## src/rtl/face_det_pkg.sv

```systemverilog
// rtl/face_det_pkg.sv - shared constants, FSM encoding and corner slots for the integral-image rectangle responder
package face_det_pkg;

  localparam int IMG_W_DEF      = 320;
  localparam int IMG_H_DEF      = 240;
  localparam int SUM_WIDTH_DEF  = 24;
  localparam int ADDR_WIDTH_DEF = 17;

  localparam logic [2:0] ST_IDLE  = 3'd0;
  localparam logic [2:0] ST_CHECK = 3'd1;
  localparam logic [2:0] ST_READ  = 3'd2;
  localparam logic [2:0] ST_DRAIN = 3'd3;
  localparam logic [2:0] ST_CALC  = 3'd4;
  localparam logic [2:0] ST_RESP  = 3'd5;
  localparam logic [2:0] ST_REARM = 3'd6;

  // Read order is fixed A, B, C, D so every query has the same latency.
  localparam logic [1:0] SLOT_A = 2'd0;
  localparam logic [1:0] SLOT_B = 2'd1;
  localparam logic [1:0] SLOT_C = 2'd2;
  localparam logic [1:0] SLOT_D = 2'd3;

  typedef struct packed {
    logic [15:0] x1;
    logic [15:0] y1;
    logic [15:0] x2;
    logic [15:0] y2;
  } rect_t;

  function automatic logic [15:0] sat_inc16(input logic [15:0] v);
    return (v == 16'hFFFF) ? v : v + 16'd1;
  endfunction

endpackage

```

## src/rtl/ii_corner_addr.sv

```systemverilog
// rtl/ii_corner_addr.sv - maps a query rectangle and corner slot to an II RAM address and a skip flag
module ii_corner_addr
  import face_det_pkg::*;
#(
  parameter int IMG_W      = IMG_W_DEF,
  parameter int ADDR_WIDTH = ADDR_WIDTH_DEF
) (
  input  rect_t                 rect,
  input  logic [1:0]            slot,
  output logic [ADDR_WIDTH-1:0] addr,
  output logic                  skip
);

  logic [15:0] col;
  logic [15:0] row;

  // Corners left of column 0 or above row 0 read as zero; their underflowed
  // coordinates still produce an address, but the skip flag suppresses the read.
  always_comb begin
    col  = rect.x2;
    row  = rect.y2;
    skip = 1'b0;
    case (slot)
      SLOT_A: begin
        col  = rect.x1 - 16'd1;
        row  = rect.y1 - 16'd1;
        skip = (rect.x1 == 16'd0) || (rect.y1 == 16'd0);
      end
      SLOT_B: begin
        col  = rect.x2;
        row  = rect.y1 - 16'd1;
        skip = (rect.y1 == 16'd0);
      end
      SLOT_C: begin
        col  = rect.x1 - 16'd1;
        row  = rect.y2;
        skip = (rect.x1 == 16'd0);
      end
      default: begin
        col  = rect.x2;
        row  = rect.y2;
        skip = 1'b0;
      end
    endcase
  end

  assign addr = ADDR_WIDTH'(row) * ADDR_WIDTH'(IMG_W) + ADDR_WIDTH'(col);

endmodule

```

## src/rtl/integral_rect_responder.sv

```systemverilog
// rtl/integral_rect_responder.sv - rectangle-sum responder over integral-image RAM; QUERY_STATS_EN adds query/error counters
module integral_rect_responder
  import face_det_pkg::*;
#(
  parameter int IMG_W      = IMG_W_DEF,
  parameter int IMG_H      = IMG_H_DEF,
  parameter int SUM_WIDTH  = SUM_WIDTH_DEF,
  parameter int ADDR_WIDTH = ADDR_WIDTH_DEF
) (
  input  logic                  clk,
  input  logic                  rst_n,
  input  logic [15:0]           query_x1,
  input  logic [15:0]           query_y1,
  input  logic [15:0]           query_x2,
  input  logic [15:0]           query_y2,
  input  logic                  query_valid,
  output logic [SUM_WIDTH-1:0]  rect_sum,
  output logic                  rect_sum_valid,
  output logic                  query_err,
  output logic                  busy,
  output logic                  ii_rd_en,
  output logic [ADDR_WIDTH-1:0] ii_rd_addr,
  input  logic [SUM_WIDTH-1:0]  ii_rd_data,
  output logic [15:0]           query_count,
  output logic [15:0]           err_count
);

  localparam logic [15:0] W_LIM = 16'(IMG_W);
  localparam logic [15:0] H_LIM = 16'(IMG_H);

  logic [2:0]           state;
  logic [1:0]           slot;
  logic                 armed;
  logic                 err_q;
  rect_t                rect;
  logic [SUM_WIDTH-1:0] corner_a;
  logic [SUM_WIDTH-1:0] corner_b;
  logic [SUM_WIDTH-1:0] corner_c;
  logic [SUM_WIDTH-1:0] corner_d;
  logic                 pend_valid;
  logic [1:0]           pend_slot;

  logic                  accept;
  logic                  rect_bad;
  logic                  reject;
  logic [1:0]            next_slot;
  logic [ADDR_WIDTH-1:0] corner_addr;
  logic                  corner_skip;
  logic [SUM_WIDTH-1:0]  sum_calc;

  assign accept    = (state == ST_IDLE) && query_valid && armed;
  assign rect_bad  = (rect.x1 > rect.x2) || (rect.y1 > rect.y2) ||
                     (rect.x2 >= W_LIM) || (rect.y2 >= H_LIM);
  assign reject    = (state == ST_CHECK) && rect_bad;
  assign next_slot = (state == ST_CHECK) ? SLOT_A : slot + 2'd1;
  assign sum_calc  = corner_d - corner_b - corner_c + corner_a;
  assign busy      = (state != ST_IDLE);

  ii_corner_addr #(
    .IMG_W      (IMG_W),
    .ADDR_WIDTH (ADDR_WIDTH)
  ) u_corner_addr (
    .rect (rect),
    .slot (next_slot),
    .addr (corner_addr),
    .skip (corner_skip)
  );

  always_ff @(posedge clk or negedge rst_n) begin
    if (!rst_n) begin
      state          <= ST_IDLE;
      slot           <= SLOT_A;
      armed          <= 1'b1;
      err_q          <= 1'b0;
      rect           <= '0;
      corner_a       <= '0;
      corner_b       <= '0;
      corner_c       <= '0;
      corner_d       <= '0;
      pend_valid     <= 1'b0;
      pend_slot      <= SLOT_A;
      rect_sum       <= '0;
      rect_sum_valid <= 1'b0;
      query_err      <= 1'b0;
      ii_rd_en       <= 1'b0;
      ii_rd_addr     <= '0;
    end else begin
      // RAM data lags the read strobe by one cycle; remember which corner it belongs to.
      pend_valid     <= ii_rd_en;
      pend_slot      <= slot;
      rect_sum_valid <= 1'b0;
      query_err      <= 1'b0;

      if (pend_valid) begin
        case (pend_slot)
          SLOT_A:  corner_a <= ii_rd_data;
          SLOT_B:  corner_b <= ii_rd_data;
          SLOT_C:  corner_c <= ii_rd_data;
          default: corner_d <= ii_rd_data;
        endcase
      end

      case (state)
        ST_IDLE: begin
          if (accept) begin
            rect     <= '{x1: query_x1, y1: query_y1, x2: query_x2, y2: query_y2};
            armed    <= 1'b0;
            corner_a <= '0;
            corner_b <= '0;
            corner_c <= '0;
            corner_d <= '0;
            state    <= ST_CHECK;
          end
        end
        ST_CHECK: begin
          // Rejects detour through CALC so both paths share the response register.
          if (rect_bad) begin
            err_q <= 1'b1;
            state <= ST_CALC;
          end else begin
            err_q      <= 1'b0;
            slot       <= next_slot;
            ii_rd_en   <= ~corner_skip;
            ii_rd_addr <= corner_skip ? '0 : corner_addr;
            state      <= ST_READ;
          end
        end
        ST_READ: begin
          if (slot == SLOT_D) begin
            ii_rd_en   <= 1'b0;
            ii_rd_addr <= '0;
            state      <= ST_DRAIN;
          end else begin
            slot       <= next_slot;
            ii_rd_en   <= ~corner_skip;
            ii_rd_addr <= corner_skip ? '0 : corner_addr;
          end
        end
        ST_DRAIN: begin
          state <= ST_CALC;
        end
        ST_CALC: begin
          rect_sum       <= err_q ? '0 : sum_calc;
          rect_sum_valid <= 1'b1;
          query_err      <= err_q;
          state          <= ST_RESP;
        end
        ST_RESP: begin
          rect_sum <= '0;
          state    <= ST_REARM;
        end
        ST_REARM: begin
          if (!query_valid) begin
            armed <= 1'b1;
            state <= ST_IDLE;
          end
        end
        default: begin
          state <= ST_IDLE;
        end
      endcase
    end
  end

`ifdef QUERY_STATS_EN
  logic [15:0] q_cnt;
  logic [15:0] e_cnt;

  always_ff @(posedge clk or negedge rst_n) begin
    if (!rst_n) begin
      q_cnt <= '0;
      e_cnt <= '0;
    end else begin
      if (accept) q_cnt <= sat_inc16(q_cnt);
      if (reject) e_cnt <= sat_inc16(e_cnt);
    end
  end

  assign query_count = q_cnt;
  assign err_count   = e_cnt;
`else
  assign query_count = '0;
  assign err_count   = '0;
`endif

endmodule
```

## config.mk

```make
export PLATFORM = sky130hd
export DESIGN_NAME = integral_rect_responder
export DESIGN_NICKNAME = d
export VERILOG_FILES = /design/src/rtl/face_det_pkg.sv /design/src/rtl/ii_corner_addr.sv /design/src/rtl/integral_rect_responder.sv
export SDC_FILE = /design/constraint.sdc
export NUM_CORES = 1
export LEC_CHECK = 0
export BUFFER_PORTS_ARGS = -buffer_cell sky130_fd_sc_hd__buf_2
export CORE_AREA = 4 4 153 155
export DETAILED_ROUTE_END_ITERATION = 12
export DIE_AREA = 0 0 157 159
export PLACE_DENSITY_LB_ADDON = 0.05
export SYNTH_ARGS = -nofsm -noshare
export SYNTH_HDL_FRONTEND = slang
export SYNTH_SLANG_ARGS = --single-unit
```

## constraint.sdc

```tcl
create_clock -name clk -period 5.6 [get_ports clk]
set_clock_uncertainty 0.05 [all_clocks]
set_input_delay 1.12 -clock clk [delete_from_list [all_inputs] [get_ports clk]]
set_output_delay 1.12 -clock clk [all_outputs]
set_load 0.03 [all_outputs]
```

; ---- Word-level counts from Yosys, hierarchy flattened
; Cells that the tools add are included.
[word_totals]
regBits = 214
in_bits = 91
output_inout_bits = 77
[classes]
add_sub_neg = 7
mul = 1
magnitude_cmp = 4
eq_ne = 16
mux = 43
n_bitwise = 1
reduce_logical = 23
[op_table]
columns = operator, n
row1 = 2-to-1 mux 24 bit, 17
row2 = 2-to-1 mux 17 bit, 3
row3 = case mux 24 bit (2 select lines), 1
row4 = subtractor 24 bit, 2
row5 = case mux 17 bit (2 select lines), 1
row6 = > comparator 16 bit, 2
row7 = logical NOT 16 bit, 2
row8 = 2-to-1 mux 16 bit, 2
row9 = subtractor 16 x 1 -> 16 bit (second input constant), 2
row10 = adder 24 bit, 1
row11 = case mux 3 bit (7 select lines), 1
row12 = adder 17 x 16 -> 17 bit, 1
row13 = greater-or-equal comparator 16 x 8 -> 1 bit (second input constant), 1
row14 = greater-or-equal comparator 16 x 9 -> 1 bit (second input constant), 1
row15 = multiplier 16 x 3 -> 11 bit (second input constant), 1
row16 = 2-to-1 mux 3 bit, 4
row17 = inequality test 2 bit (second input constant), 5
row18 = equality test 3 bit (second input constant), 3
row19 = AND reduction 3 bit, 3
row20 = 2-to-1 mux 1 bit, 7
row21 = equality test 2 bit (second input constant), 3
row22 = equality test 3 x 2 -> 1 bit (second input constant), 2
row23 = 2-to-1 mux 2 bit, 3
row24 = nonzero test 2 bit, 3
row25 = 15 further kinds, 24

; ---- Logic depth before layout (Yosys ltp)
; Gate-level depths: netlist (run 1).
[logic_depth]
depth_word = 10
ltp_mapped = 20
mapped_depth_nobuf = 18

; ---- Modules after synthesis
; From an unflattened synthesis (run 1), not the netlist that was laid out.
[hier_totals]
cells_unflattened = 1544
hier_area_um2 = 13765.7
[by_module_without_submodules]
columns = mod, n_inst, cells_each, area_per_inst_um2, seq_area_each_um2
row1 = integral_rect_responder, 1, 1328, 12290.5, 5356.4
row2 = ii_corner_addr, 1, 216, 1475.2, 0.0

; ---- Worst setup path before layout (run 1)
; OpenSTA, ideal clock, no wires.
[synth_path]
path_type = register to register
startpoint = register state[2]
endpoint = register ii_rd_addr[16]
arrival_time_ns = 4.366
setup_slack_ns = 1.063
path_stages_with_launch = 21
path_buffers = 3
period_less_slack_ns = 4.537
cell_sequence = dfrtp_1 clkbuf_1 nor3b_1 nand2b_1 buf_2 buf_1 nor2_1 a21oi_1 ha_1 ha_1 fa_1 a21o_1 a21oi_1 o21bai_1 a21oi_1 xnor2_1 ha_1 nand2_1 o41ai_1 xnor2_1 a22o_1
[synth_via]
elab_chain_len = 10
elab_cells_between_ends = 20
cone_classes = add/sub: 1 / mul: 1 / eq/ne: 5 / mux: 8 / reduce/logical: 5
[synth_lines]
columns = item, line_no
row1 = "start, declared", integral_rect_responder.sv:31  ; logic [2:0] state;
row2 = "start signal, assigned", integral_rect_responder.sv:71  ; state <= ST_IDLE;
row3 = "start signal, assigned", integral_rect_responder.sv:112  ; state <= ST_CHECK;
row4 = "start signal, assigned", integral_rect_responder.sv:119  ; state <= ST_CALC;
row5 = equality test 3 x 1 -> 1 bit, "integral_rect_responder.sv:55, integral_rect_responder.sv:103"
row6 = 2-to-1 mux 2 bit, integral_rect_responder.sv:55  ; assign next_slot = (state == ST_CHECK) ? SLOT_A : slot + 2'd1;
row7 = equality test 2 x 1 -> 1 bit / logical NOT 2 bit (equally long branches), ii_corner_addr.sv:23  ; case (slot)
row8 = OR reduction 2 bit (no line), n/a
row9 = 2-to-1 mux 16 bit, n/a
row10 = multiplier 16 x 3 -> 11 bit, ii_corner_addr.sv:47  ; assign addr = ADDR_WIDTH'(row) * ADDR_WIDTH'(IMG_W) + ADDR_WIDTH'(col);
row11 = adder 17 x 16 -> 17 bit, ii_corner_addr.sv:47
row12 = 2-to-1 mux 17 bit, "integral_rect_responder.sv:124, integral_rect_responder.sv:136"
row13 = "2-to-1 mux 17 bit, on equally long branches", "integral_rect_responder.sv:129, integral_rect_responder.sv:117"
row14 = case mux 17 bit (2 select lines), integral_rect_responder.sv:103  ; case (state)
row15 = "end signal, assigned", integral_rect_responder.sv:124  ; ii_rd_addr <= corner_skip ? '0 : corner_addr;
row16 = "end signal, assigned", integral_rect_responder.sv:136  ; ii_rd_addr <= corner_skip ? '0 : corner_addr;
row17 = "end, declared", integral_rect_responder.sv:22  ; output logic [ADDR_WIDTH-1:0] ii_rd_addr,
; Parallel ways exist; a longest one is shown, timed or not. The select of a mux whose other input is x is not followed.
; A chain may end at the register's enable or synchronous reset.

; ---- Final worst setup path (run 1)
; Same ends and word-level chain as after synthesis.

==> results of run 1 <==
## kinds of logic after synthesis
kind of cell	after synthesis
adders and majority gates	130
other	1
DFF	214
buffers and inverters	185
muxes	30
xor gates and xnor gates	62
and+or+nand+nor	423
AOI/OAI and AO/OA	322
## registers in the layout, summed over array words and instances (netlist names), 2 cells and up
| name | cells |
|---|---|
| corner_b | 24 |
| ii_rd_addr | 17 |
| pend_slot | 2 |
| rect_sum | 24 |
| corner_d | 24 |
| corner_c | 24 |
| rect | 64 |
| slot | 2 |
| state | 3 |
| corner_a | 24 |
## worst max-delay path, stage by stage (launching register included)
cell	delay, ns
dfrtp_1	0.54
nor3b_1	0.53
nand2b_1	0.50
nor2_1	0.08
a21oi_1	0.33
ha_1	0.31
ha_1	0.23
fa_1	0.41
a21o_1	0.20
a21oi_1	0.21
o21bai_1	0.09
a21oi_1	0.20
xnor2_1	0.10
ha_1	0.32
nand2_1	0.06
o41ai_1	0.33
xnor2_1	0.11
a22o_1	0.20
## Yosys cell counts (2+ instances only)
master      n  share of area, %
inv_1      94               2.8
a22o_1     20               1.4
a221o_1     2              0.16
a21o_1     14              0.82
or4_1       4              0.24
nand2b_1   11              0.54
clkbuf_1   50               1.5
o31ai_1     2              0.12
o211ai_1    3              0.18
nor2_1     44               1.3
o21ai_0    91               3.6
and2_1      2             0.098
nand3_1    12              0.47
buf_1       5              0.15
a21oi_1   150               5.9
buf_2       2             0.078
or2_2       2             0.098
a211oi_1    6              0.35
nand2_1   287               8.4
and3_1      2             0.098
nor2b_1     4              0.20
buf_4      32               1.9
a211o_1     3              0.21
fa_1       48               7.5
nor3_1     13              0.51
nand4_1     9              0.44
xnor2_1    41               2.8
nor4_2      3              0.29
or3_1       7              0.34
nor4_1     10              0.49
o21bai_1    9              0.53
a31oi_1     5              0.25
xor2_1     21               1.4
dfrtp_1   213                42
o21ai_1     4              0.16
nor3b_1     4              0.24
mux2_2     30               2.6
nand3b_1    2              0.12
buf_6       2              0.18
o21a_1      2              0.12
ha_1       82               8.0
## stage by stage
stage	std cells	area, µm²	hold WS, ns	util [%]
2_1_floorplan	1398	12900	0.322	-
3_3_place_gp	1733	13500	0.338	62.0
3_5_place_dp	1733	13500	0.347	62.0
4_1_cts	1776	14400	0.361	66.0
5_1_grt	1776	14400	0.374	66.0
6_report	1776	14400	0.359	66.0
## path summary, 6_finish.rpt
path	slack (ns)	endpoint	cells after the start
worst max-delay path	0.70	ii_rd_addr[16]	17
worst min-delay path	0.36	pend_slot[1]	0
max in group asynchronous	3.89	armed	2
min in group asynchronous	0.59	rect_sum[8]	1
worst min register to register	0.36	pend_slot[1]	0
worst max register to register	0.70	ii_rd_addr[16]	17
## final cells by class
class / instances / area [µm²] / area share, %
clock buffers: 38 / 734 / 5.10
clock inverters: 5 / 125 / 0.869
inverters: 94 / 353 / 2.45
multi-input cells: 999 / 6700 / 46.5
flip-flops and latches: 214 / 5360 / 37.2
well taps: 280 / 350 / 2.43
repair buffers: 146 / 781 / 5.42
## routing by layer
| metal | track usage, % | share of wire (%) |
|---|---|---|
| met2 | 39.0 | 48 |
| met5 | 0 | 0 |
| met3 | 2.99 | 4.2 |
| met4 | 5.96 | 2.7 |
| met1 | 32.0 | 45 |
==> results.sh, run 1 <==
export IMPL_outcome="finished, final reports clean"
export IMPL_grt_start_max_net_pins=122
export IMPL_die_y_um=159
export IMPL_num_fill_cells=1843
export IMPL_dpl_hpwl_mm=20.7
export IMPL_synth_cells=1367
export IMPL_finalHoldViolations=0
export IMPL_grt_pass1_wl_mm=47.8
export IMPL_synth_area_um2=12800
export IMPL_synth_flop_cell="dfrtp_1"
export IMPL_finalMaxSlewViolations=0
export IMPL_post_route_min_period_ns=4.90
export IMPL_fin_setup_tns_ns=0
export IMPL_cts_tree="built"
export IMPL_antenna_found_initial=0
export IMPL_worst_pin_slew_ns=1.21
export IMPL_worst_path_max_fanout=16
export IMPL_synth_compound_area_share_pct=14.5
export IMPL_layout_common_cells="nand2_1 (287), dfrtp_1 (213), a21oi_1 (150)"
export IMPL_worst_slack_ns=0.702
export IMPL_critPathLaunch="state[2]"
export IMPL_post_place_ws_ns=0.750
export IMPL_clk_path_buf_depth=3
export IMPL_drv_cap=0
export IMPL_dr_pass1_iters=6
export IMPL_cts_resized=0
export IMPL_synth_edff_count=0
export IMPL_synth_adder_area_share_pct=15.6
export IMPL_synth_seq_cells=214
export IMPL_synth_xor_area_share_pct=4.26
export IMPL_setup_worst_path_start_class="flip-flop"
export IMPL_portBuffers=135
export IMPL_ys_types=61
export IMPL_avgSynthCellArea_um2=9.33
export IMPL_dieArea_um2=25000
export IMPL_num_vias=9671
export IMPL_crit_arrival_ns=5.25
export IMPL_place_gp_congestion=0.892
export IMPL_initial_core_util_pct=58.5
export IMPL_r2r_start="state[2]"
export IMPL_area_growth_syn_to_layout_pct=12.9
export IMPL_cts_buffers=24
export IMPL_async_flop_share_pct=100
export IMPL_clkSinkCount=214
export IMPL_final_nets=1700
export IMPL_rsz0062_at_grt="no"
export IMPL_synth_top_family_by_area="adder cells"
export IMPL_post_drt_via_cell_ratio=5.45
export IMPL_ys_seq_area_share_pct=42.0
export IMPL_dr_first_iter_drc_count=550
export IMPL_diodes=0
export IMPL_num_rows=54
export IMPL_yosys_warnings=0
export IMPL_io_pins=168
export IMPL_critPathKind="flip-flop to flip-flop"
export IMPL_final_period_utilization_pct=87.5
export IMPL_drive_gt1_share_pct=15.2
export IMPL_cts_hold_buf=0
export IMPL_cts_root_buf="clkbuf_16"
export IMPL_maxSlewHeadroom_pct=19.3
export IMPL_worstHoldStart="slot[1]"
export IMPL_ant_nets=0
export IMPL_cts_setup_buffers=0
export IMPL_setup_viol_count_final=0
export IMPL_clk_pin_slew_worst_paths_ns=0.06
export IMPL_die_w_um=157
export IMPL_fmax_mhz=204
export IMPL_grt_ovfl_total=0
export IMPL_cp_required_ns=5.95
export IMPL_first_global_vias=9697
export IMPL_clkLatencyLatePin_ns=0.52
export IMPL_routed_wl_mm=29.1
export IMPL_h_tree_depth=1
export IMPL_fp_coreArea_um2=21800
export IMPL_end_kind="flip-flop"
export IMPL_wl_per_cell_um=16.4
export IMPL_synth_simple_area_share_pct=14.4
export IMPL_grt_usage_pct=23.2
export IMPL_hp_class="flip-flop to flip-flop"
export IMPL_synthMuxAreaShare_pct=2.65
export IMPL_final_common_cell="nand2_1"
export IMPL_drc_errors=0
Power of run 1 is not shown: default switching activity piles up to over one toggle a cycle in this logic, so the estimate is an artifact.
==> inputs of run 2 (changes only) <==
--- a/config.mk
+++ b/config.mk
@@ -6,10 +6,12 @@
 export NUM_CORES = 1
 export LEC_CHECK = 0
 export BUFFER_PORTS_ARGS = -buffer_cell sky130_fd_sc_hd__buf_2
-export CORE_AREA = 4 4 153 155
+export CORE_AREA = 4 4 158 160
 export DETAILED_ROUTE_END_ITERATION = 12
-export DIE_AREA = 0 0 157 159
+export DIE_AREA = 0 0 162 164
 export PLACE_DENSITY_LB_ADDON = 0.05
+export RECOVER_POWER = 25
 export SYNTH_ARGS = -nofsm -noshare
 export SYNTH_HDL_FRONTEND = slang
+export SYNTH_HIERARCHICAL = 1
 export SYNTH_SLANG_ARGS = --single-unit
==> results.sh, run 2 <==
export IMPL_drv_cap=1
export IMPL_critPathKind="flip-flop to flip-flop"
export IMPL_die_w_um=162
export IMPL_layout_common_cells="nand2_1 (310), dfrtp_1 (213), inv_1 (140)"
export IMPL_cts_setup_buffers=0
export IMPL_dr_first_iter_drc_count=695
export IMPL_final_common_cell="nand2_1"
export IMPL_avgSynthCellArea_um2=8.92
export IMPL_num_rows=56
export IMPL_worst_path_max_fanout=16
export IMPL_setup_viol_count_final=0
export IMPL_drive_gt1_share_pct=14.4
export IMPL_synth_seq_cells=214
export IMPL_final_period_utilization_pct=84.7
export IMPL_ant_nets=0
export IMPL_dpl_hpwl_mm=23.4
export IMPL_initial_core_util_pct=58.8
export IMPL_die_y_um=164
export IMPL_synth_flop_cell="dfrtp_1"
export IMPL_grt_start_max_net_pins=127
export IMPL_maxSlewHeadroom_pct=-116
export IMPL_fin_cells=1976
export IMPL_worst_pin_slew_ns=3.24
export IMPL_cp_required_ns=5.99
export IMPL_h_tree_depth=1
export IMPL_drc_errors=0
export IMPL_rsz0062_at_grt="no"
export IMPL_first_global_vias=11000
export IMPL_routed_wl_mm=32.9
export IMPL_synth_area_um2=13800
export IMPL_grt_usage_pct=25.0
export IMPL_cts_tree="built"
export IMPL_outcome="finished, violations left"
export IMPL_antenna_found_initial=1
export IMPL_portBuffers=135
export IMPL_grt_pass1_wl_mm=54.8
export IMPL_dpl_cell_count=1936
export IMPL_fp_coreArea_um2=23400
export IMPL_synth_edff_count=0
export IMPL_yosysTopAreaCell="dfrtp_1"
export IMPL_end_kind="flip-flop"
export IMPL_hp_class="flip-flop to flip-flop"
export IMPL_synth_top_area_share_pct=38.7
export IMPL_ys_types=71
export IMPL_dieArea_um2=26600
export IMPL_ys_top_cells_by_count="nand2_1 (310), dfrtp_1 (213), inv_1 (140)"
export IMPL_final_nets=1867
export IMPL_synth_cells=1544
export IMPL_clkLatencyLatePin_ns=0.52
export IMPL_diodes=0
export IMPL_cts_root_buf="clkbuf_16"
export IMPL_yosysMostFrequentCell="nand2_1"
export IMPL_cts_hold_buf=0
export IMPL_largest_reg_flops=64
export IMPL_clk_pin_slew_worst_paths_ns=0.06
export IMPL_synth_area_leaders="dfrtp_1 (39%), nand2_1 (8.5%), ha_1 (7.6%)"
export IMPL_crit_arrival_ns=5.13
export IMPL_yosys_warnings=6
export IMPL_grt_ovfl_total=0
export IMPL_wl_per_cell_um=16.7
export IMPL_post_drt_via_cell_ratio=5.56
export IMPL_regMostFlops="rect"
export IMPL_cts_resized=0
export IMPL_finalHoldViolations=0
export IMPL_setup_worst_path_start_class="flip-flop"
export IMPL_violations="max-capacitance violations, max-slew violations"
export IMPL_place_gp_congestion=0.878
export IMPL_clk_path_buf_depth=3
export IMPL_post_route_min_period_ns=4.74
export IMPL_finalMaxSlewViolations=126
export IMPL_async_flop_share_pct=100
export IMPL_clkSinkCount=214
export IMPL_dr_pass1_iters=5
export IMPL_fin_setup_tns_ns=0
export IMPL_area_growth_syn_to_layout_pct=11.3
export IMPL_whs_ns=0.352
export IMPL_io_pins=168
export IMPL_fmax_mhz=211
export IMPL_ys_seq_area_share_pct=38.9
export IMPL_num_vias=11000
export IMPL_cts_buffers=25
-- run 2: cell types whose count changed in the layout (fill, tap and decap cells not counted), moves of 6 or more --
| cell | before | now |
|---|---|---|
| o21ai_0 | 91 | 99 |
| xor2_1 | 21 | 14 |
| a32o_1 | 1 | 20 |
| inv_1 | 94 | 140 |
| nand3_1 | 12 | 27 |
| a22o_1 | 20 | 3 |
| o211ai_1 | 3 | 20 |
| buf_4 | 10 | 16 |
| a21oi_1 | 150 | 134 |
| or4_1 | 4 | 20 |
| nand2_1 | 287 | 310 |
| a31oi_1 | 5 | 22 |
-- run 2: path summary, 6_finish.rpt --
path,endpoint,cells past startpoint,slack [ns],from
setup / recovery,ii_rd_addr[16],21,0.86,state[2]
hold / removal,pend_slot[1],0,0.35,slot[1]
setup reg to reg,ii_rd_addr[16],21,0.86,state[2]
hold reg to reg,pend_slot[1],0,0.35,slot[1]
max in group asynchronous,rect[30],1,1.98,rst_n
min in group asynchronous,corner_a[7],1,1.54,rst_n
-- run 2: layout make-up --
class | count | area (µm²)
fillers | 1997 | 8080
multi-input cells | 1111 | 7460
flip-flops and latches | 214 | 5360
repair buffers | 152 | 816
clock buffers | 37 | 691
inverters | 140 | 526
well taps | 319 | 399
clock inverters | 3 | 68.8
-- run 2: routing by layer --
| layer | GRT usage (%) | share of wire [%] | up-vias |
|---|---|---|---|
| met5 | 0 | 0.036 | - |
| met4 | 7.50 | 3.0 | 2 |
| met3 | 3.59 | 4.6 | 71 |
| met2 | 43.6 | 49 | 274 |
| met1 | 32.6 | 43 | 5257 |
| li1 | - | - | 5382 |
-- run 2: cell families (layout without fill, tap and decap cells) --
group                    after synthesis  after routing  share of synthesized area [%]
AO/OA/AOI/OAI                        360            360                           15.8
XOR/XNOR                              55             55                           3.50
adder cells (fa/ha/maj)              132            132                           14.6
buffers and inverters                250            332                           7.85
flip-flops                           214            214                           38.9
multiplexers                          34             34                           2.77
other                                  1             32                         0.0272
AND/OR/NAND/NOR                      498            498                           16.5
-- run 2: critical path: stages, from the launching register on --
cell,delay (ns)
dfrtp_1,0.48
nor2_2,0.23
nand2_1,0.10
and2_1,0.27
buf_4,0.23
a21oi_1,0.14
a21o_1,0.14
ha_1,0.23
ha_1,0.22
fa_1,0.41
a21o_1,0.18
a21oi_1,0.23
o21bai_1,0.10
a21oi_1,0.18
xnor2_1,0.14
ha_1,0.28
a21oi_1,0.14
o21ai_0,0.12
xnor2_1,0.20
nand3_1,0.08
or4_1,0.42
o211ai_1,0.10
-- run 2: through the flow --
stage | util [%] | area, µm² | setup slack (ns)
after global routing | 65.5 | 15300 | 0.502
after detailed placement | 62.3 | 14600 | 0.896
after floorplan | - | 13900 | 1.14
after global placement | 62.3 | 14600 | 0.969
after CTS | 65.5 | 15300 | 0.870
final | 65.5 | 15300 | 0.856
Power of run 2 is left out for the same reason.
==> inputs of run 3 (changes only) <==
==> constraint.sdc (replaced) <==
create_clock -name clk -period 4.5 [get_ports clk]
set_clock_uncertainty 0.05 [all_clocks]
set_input_delay 0.9 -clock clk [delete_from_list [all_inputs] [get_ports clk]]
set_output_delay 0.9 -clock clk [all_outputs]
set_load 0.03 [all_outputs]
==> results.sh, run 3 (synthesized netlist as in run 2, its figures left out) <==
export IMPL_die_w_um=162
export IMPL_end_kind="flip-flop"
export IMPL_grt_usage_pct=25.2
export IMPL_fin_setup_tns_ns=0
export IMPL_drv_cap=1
export IMPL_dpl_hpwl_mm=23.7
export IMPL_cts_hold_buf=0
export IMPL_post_drt_via_cell_ratio=5.61
export IMPL_num_vias=11200
export IMPL_diodes=0
export IMPL_initial_core_util_pct=58.8
export IMPL_num_rows=56
export IMPL_hp_class="flip-flop to flip-flop"
export IMPL_multi_input_area_um2=7610
export IMPL_final_period_utilization_pct=99.0
export IMPL_maxSlewHeadroom_pct=-63.1
export IMPL_layout_common_cells="nand2_1 (308), dfrtp_1 (212), inv_1 (140)"
export IMPL_wl_met2_mm=16.6
export IMPL_routed_wl_mm=33.8
export IMPL_grt_start_max_net_pins=106
export IMPL_final_nets=1891
export IMPL_drc_errors=0
export IMPL_drive_gt1_share_pct=17.1
export IMPL_worst_path_max_fanout=5
export IMPL_fmax_mhz=224
export IMPL_min_path_cells=0
export IMPL_clkSinkCount=214
export IMPL_finalMaxSlewViolations=99
export IMPL_wl_met3_mm=1.58
export IMPL_cts_tree="built"
export IMPL_outcome="finished, violations left"
export IMPL_place_gp_congestion=0.830
export IMPL_violations="max-capacitance violations, max-slew violations"
export IMPL_dr_first_iter_drc_count=934
export IMPL_post_route_min_period_ns=4.45
export IMPL_ant_nets=0
export IMPL_setup_worst_path_start_class="flip-flop"
export IMPL_fp_coreArea_um2=23400
export IMPL_critPathKind="flip-flop to flip-flop"
export IMPL_finalHoldViolations=0
export IMPL_clkLatencyLatePin_ns=0.53
export IMPL_regMostFlops="rect"
export IMPL_clk_pin_slew_worst_paths_ns=0.06
export IMPL_setup_viol_count_final=0
export IMPL_io_pins=168
export IMPL_cp_required_ns=4.88
export IMPL_h_tree_depth=1
export IMPL_ff2ff_setup_slack_ns=0.05
export IMPL_cts_root_buf="clkbuf_16"
export IMPL_first_global_vias=11100
export IMPL_ff_latch_area_um2=5360
export IMPL_clk_path_buf_depth=3
export IMPL_crit_arrival_ns=4.84
export IMPL_reg2regPathDepth=19
export IMPL_antenna_found_initial=0
export IMPL_die_y_um=164
export IMPL_portBuffers=135
export IMPL_dieArea_um2=26600
export IMPL_grt_pass1_wl_mm=55.2
export IMPL_dr_pass1_iters=7
export IMPL_highest_layer="met4"
export IMPL_area_growth_syn_to_layout_pct=13.4
export IMPL_final_common_cell="nand2_1"
export IMPL_wl_per_cell_um=16.9
export IMPL_wl_met1_mm=14.6
export IMPL_largest_reg_flops=64
export IMPL_num_fill_cells=1996
export IMPL_rsz0062_at_grt="yes"
export IMPL_cts_buffers=25
export IMPL_worst_pin_slew_ns=2.45
export IMPL_grt_ovfl_total=0
==> run 3: worst paths after layout <==
path                           from             end
setup / recovery           rect[33]  ii_rd_addr[15]
min in group asynchronous     rst_n     corner_b[7]
max in group asynchronous     rst_n        rect[49]
hold reg to reg             slot[1]    pend_slot[1]
hold / removal              slot[1]    pend_slot[1]
setup reg to reg           rect[33]  ii_rd_addr[15]
==> run 3: routing by layer <==
| metal | vias to the layer above | global-route usage (%) |
|---|---|---|
| li1 | 5424 | - |
| met1 | 5403 | 33.6 |
| met2 | 326 | 42.8 |
| met3 | 70 | 3.71 |
| met4 | 0 | 8.15 |
| met5 | - | 0 |
==> run 3: layout make-up <==
class | count | share of cell area (%)
clock buffers | 37 | 4.55
clock inverters | 4 | 0.176
inverters | 140 | 3.37
multi-input cells | 1111 | 48.7
flip-flops and latches | 214 | 34.3
well taps | 319 | 2.56
repair buffers | 176 | 6.31
==> run 3: through the flow <==
stage,hold slack [ns],std cells,worst slack (ns),cell area (µm²),utilization (%)
floorplan,0.322,1575,0.0383,13900,-
global placement,0.329,1952,0.0590,14700,62.9
detailed placement,0.349,1952,-0.0213,14700,62.9
CTS,0.362,1993,0.0211,15500,66.0
global route,0.385,2001,-0.134,15600,66.7
finish,0.361,2001,0.0454,15600,66.7
==> run 3: critical path, stage by stage, from the launching register on <==
cell and delay (ns):
dfrtp_2 0.43, or4_4 0.56, or3_4 0.36, a21oi_2 0.13, a21o_1 0.18, ha_4 0.23, ha_4 0.30, nand2_4 0.06
o21ai_4 0.19, buf_6 0.12, nor2_2 0.03, nor2_1 0.09, nor2_1 0.06, xnor2_1 0.20, ha_1 0.33, a21oi_2 0.22
xnor2_2 0.15, nand3_1 0.08, or4_1 0.48, o211ai_1 0.12
==> run 3: timing repair <==
action,in CTS,in global routing
resized for setup,4,32
pin swaps,0,13
cloned,0,0
buffers inserted,0,8
endpoints found under the setup margin,3,4
Power of run 3 is left out for the same reason.
